File: config.mk
export PLATFORM = sky130hd
export DESIGN_NAME = regfile_scoreboard
export DESIGN_NICKNAME = d
export VERILOG_FILES = /design/src/rtl/regfile_scoreboard.sv
export SDC_FILE = /design/constraint.sdc
export NUM_CORES = 2
export LEC_CHECK = 0
export ABC_CLOCK_PERIOD_IN_PS = 5950
export BUFFER_PORTS_ARGS = -buffer_cell sky130_fd_sc_hd__buf_2
export CAP_MARGIN = 15
export CORE_UTILIZATION = 41
export DETAILED_ROUTE_END_ITERATION = 10
export PLACE_DENSITY = 0.67
export SKIP_CTS_REPAIR_TIMING = 1
export SLEW_MARGIN = 20
export SYNTH_ARGS = -nofsm -noshare
export SYNTH_HDL_FRONTEND = slang
export SYNTH_SLANG_ARGS = --single-unit
File: constraint.sdc
create_clock -name clk -period 5.95 [get_ports clk]
set_clock_uncertainty 0.2 [all_clocks]
set_input_delay 0.2975 -clock clk [delete_from_list [all_inputs] [get_ports clk]]
set_output_delay 0.2975 -clock clk [all_outputs]
set_load 0.005 [all_outputs]
File: src/rtl/regfile_scoreboard.sv
// Multi-read-port register file with write bypass, optional zero register
// and a per-register busy scoreboard for decode stall decisions.
module regfile_scoreboard #(
    parameter int DATA_W   = 32,
    parameter int ADDR_W   = 5,
    parameter int NUM_RD   = 2,
    parameter int ZERO_REG = 1
) (
    input  logic                     clk,
    input  logic                     rst_n,
    input  logic [NUM_RD*ADDR_W-1:0] raddr,
    output logic [NUM_RD*DATA_W-1:0] rdata,
    output logic [NUM_RD-1:0]        rbusy,
    input  logic                     we,
    input  logic [ADDR_W-1:0]        waddr,
    input  logic [DATA_W-1:0]        wdata,
    input  logic                     rsv_en,
    input  logic [ADDR_W-1:0]        rsv_addr,
    input  logic                     flush,
    output logic [ADDR_W:0]          busy_cnt
);

    localparam int DEPTH = 1 << ADDR_W;

    logic [DATA_W-1:0] r_mem [DEPTH];
    logic [DEPTH-1:0]  r_busy;
    logic [DEPTH-1:0]  w_busy_nxt;
    logic [ADDR_W:0]   r_cnt;
    logic [ADDR_W:0]   w_cnt_nxt;
    logic              w_wr_ok;

    assign w_wr_ok  = we && !((ZERO_REG != 0) && (waddr == '0));
    assign busy_cnt = r_cnt;

    always_ff @(posedge clk or negedge rst_n) begin
        if (!rst_n) begin
            for (int i = 0; i < DEPTH; i++) r_mem[i] <= '0;
        end else if (w_wr_ok) begin
            r_mem[waddr] <= wdata;
        end
    end

    // Reserve is applied after clear so a new producer wins the same slot.
    always_comb begin
        w_busy_nxt = r_busy;
        if (flush) begin
            w_busy_nxt = '0;
        end else begin
            if (we) w_busy_nxt[waddr] = 1'b0;
            if (rsv_en) w_busy_nxt[rsv_addr] = 1'b1;
            if (ZERO_REG != 0) w_busy_nxt[0] = 1'b0;
        end
    end

    always_comb begin
        w_cnt_nxt = '0;
        for (int i = 0; i < DEPTH; i++) begin
            w_cnt_nxt = w_cnt_nxt + (ADDR_W+1)'(w_busy_nxt[i]);
        end
    end

    always_ff @(posedge clk or negedge rst_n) begin
        if (!rst_n) begin
            r_busy <= '0;
            r_cnt  <= '0;
        end else begin
            r_busy <= w_busy_nxt;
            r_cnt  <= w_cnt_nxt;
        end
    end

    for (genvar k = 0; k < NUM_RD; k++) begin : g_rd
        logic [ADDR_W-1:0] w_ra;
        logic              w_zero;
        logic              w_byp;

        assign w_ra   = raddr[k*ADDR_W +: ADDR_W];
        assign w_zero = (ZERO_REG != 0) && (w_ra == '0);
        assign w_byp  = we && (waddr == w_ra);

        assign rdata[k*DATA_W +: DATA_W] =
            (!rst_n || w_zero) ? '0 :
            w_byp              ? wdata :
                                 r_mem[w_ra];
        assign rbusy[k] = rst_n & r_busy[w_ra];
    end

endmodule

==> results.toml <==
[run_status]
status = "finished with violations"
violations = "negative hold slack"

[synthesis]
yosys_warnings = 0
synth.largest_area_cell = "dfrtp_1"
synth_cell_types = 48
synth_compound_area_share_pct = 4.17
synthTopCellsByArea = "dfrtp_1 (47%), mux4_2 (22%), mux2_2 (20%), clkbuf_1 (1.5%), a22oi_1 (0.96%)"
synth-edff-count = 0
synth_xor_area_share_pct = 0.200
synth-seq-cells = 1061
post_synth.cell_area_avg_um2 = 15.3
synth_fp_nets = 3822
synth_flop_cell = "dfrtp_1"
synth_top_family_by_area = "multiplexers"
synth_top_area_share_pct = 46.5
synth_common_cells = "dfrtp_1 (1061), mux2_2 (999), mux4_2 (560)"
synthSimpleGateAreaFrac_pct = 1.91
synth_cells = 3735
yosys-mux-area-fraction_pct = 42.6
yosysMostFrequentCell = "dfrtp_1"
synthAdderAreaFrac_pct = 0.961
async_flop_share_pct = 100
yosysSeqAreaShare_pct = 46.5
syn_area_um2 = 57000

[critical_path]
end_kind = "register"
critical_path.top_delay_family = "adder cells"
cp_common_cell = "fa_1"
arrival_ps = 6080
worstPathRequired_ps = 6390
cpPeakStageDelay_ps = 550
critPathMaxFanout = 4
cp_num_cells = 21
startpoint_type = "primary input"
critPathBufInv = 7
path_class = "primary input to register"
cp_slowest_cell = "dlygate4sd3_1"
r2r_cells = 19
critical_path.cell_chain = "dlygate4sd3_1 > buf_2 > nor2_1 > dlygate4sd3_1 > a22oi_1 > nor2_1 > fa_1 > inv_1 > fa_1 > fa_1 > fa_1 > fa_1 > inv_1 > fa_1 > inv_1 > fa_1 > inv_1 > fa_1 > a21o_1 > a21oi_1 > xnor2_1"

[global_routing]
antenna_found_initial = 10
grt_pass1_vias = 37100
top_usage_layer = "met2"
grt-ovfl-total = 0
grtUsageMet2_pct = 37.9
grt_pass1_wl_um = 248000
track_usage_pct = 23.7
grt_max_degree = 175
grt_util_met3_pct = 3.66
use_met1_pct = 32.7

[worst_hold_path]
min_path_cells = 4
hold_path.class = "primary input to register"

[cts]
ctsLongestPathBuffers = 3
root_buffer = "clkbuf_16"
clk_pin_slew_ps = 60
numCtsBuffers = 111
clk_latency_ps = 730
clock-sinks = 1061
cts_tree = "done"
cts_max_level = 3

[floorplan]
die_h_um = 375
initial_core_util_pct = 41.4
num_rows = 136
die-width_um = 375
ios = 129
coreArea_um2 = 138000
dieArea_um2 = 141000

[route]
vias = 35400
drc = 0
postRouteWirelength_um = 165000
routedWlPerCell_um = 29.7
route.antenna.remaining_nets = 0
avgViaCountPerCell = 6.37
dr.pass1.iters = 5
drt_iter0_markers = 3434

[placed_design]
place.gp.congestion = 0.837
port-buffer-count = 128
place_hpwl_um = 92900

[timing]
layout_min_cycle_time_ps = 5640
setup_viol = 0
finalSetupTns_ps = 0
slew-limit-headroom_pct = 15.2
maxSlewViolCount = 0
whs_ps = -36.7
rsz0062_at_grt = "false"
fin_crit_sh_pct = 94.8
tightestPinTransition_ps = 1260
max_freq_ghz = 0.177
hold_viol_final = 9

[power_and_ir_drop]
cellPowerDensity_nw_per_um2 = 328
fin_total_pwr_mw = 20.8
p_leak_nw = 27.2
irDropWorstVdd_mv = 0.263

[job]
cap_viol_max_count = 0

[layout]
syn_to_final_growth_pct = 11.0
fin_nets = 3764
layout-drive-gt1-share_pct = 53.7
## worst min-delay path, cell delays in order
cell and delay (ps):
buf_2 140, and3b_1 210, nand2_1 70, a21oi_1 90
## cells by family after synthesis
kind of cell	after synthesis
adder cells (fa/ha/maj)	30
flip-flops	1061
buffers and inverters	462
XOR/XNOR	13
AND/OR/NAND/NOR	235
AO/OA/AOI/OAI	331
multiplexers	1603
## routing by layer
layer  share of wire (%)  vias to the layer above
met3                 6.5                      337
met4                 3.5                        8
met2                  48                     1307
met1                  42                    19400
met5               0.037                        -
li1                    -                    14300
## per-stage QoR
stage                     instance area, um2  setup slack, ps  util, %  std cells
after floorplan                        57000             98.1        -       3735
after global placement                 59300             11.8     43.0       5341
after detailed placement               59300            -57.6     43.0       5341
after CTS                              63200              562     45.8       5542
after global routing                   63300             52.4     45.9       5560
final                                  63300              310     46.0       5562
## cells in the final DEF, fill, tap and decap left out, types with 5 or more instances in the layout
master and count:
o41ai_1 32, bufinv_16 9, mux2_2 999, nand2_1 74, buf_12 15, o21ai_0 17
a21o_1 15, a32o_1 6, a21oi_1 38, mux2i_1 44, dlygate4sd3_1 17, clkbuf_16 112
clkbuf_1 22, buf_2 119, clkinv_2 12, clkbuf_8 37, nor2_4 17, a211oi_1 52
xnor2_1 11, nor2_1 51, dfrtp_1 1061, nand3b_1 7, mux4_2 560, ha_1 7
nand2_2 13, nor2b_1 28, buf_4 97, nand3_1 10, buf_8 5, nor3b_1 8
nor3_1 5, a22oi_1 73, o22ai_1 63, fa_1 23, inv_1 36, a211o_1 26
## report_power, final
group | internal, mW | switching [mW]
logic | 2.50 | 1.51
registers | 8.55 | 0.936
clock network | 4.30 | 3.02
total | 15.3 | 5.46
## registers in the layout, summed over array words and instances (netlist names)
| register | count |
|---|---|
| r_mem | 1024 |
| busy_cnt | 6 |
| r_busy | 31 |
## final cells by class
type | count | area (um2)
flip-flops and latches | 1061 | 26600
well taps | 1794 | 2240
multi-input cells | 2212 | 28700
repair buffers | 254 | 1880
diodes | 3 | 7.51
clock inverters | 30 | 442
fillers | 12000 | 74500
inverters | 37 | 139
clock buffers | 171 | 3390
## final timing paths
check	slack (ps)	startpoint	endpoint
max in group asynchronous	3170	rst_n	r_mem[36]
setup reg to reg	580	r_busy[28]	busy_cnt[4]
hold reg to reg	190	r_mem[1005]	r_mem[1005]
min in group asynchronous	20	rst_n	r_busy[21]
hold / removal	-40	rsv_addr[3]	r_busy[14]
setup / recovery	310	rsv_addr[1]	busy_cnt[4]
(Power assumes the default switching activity.)
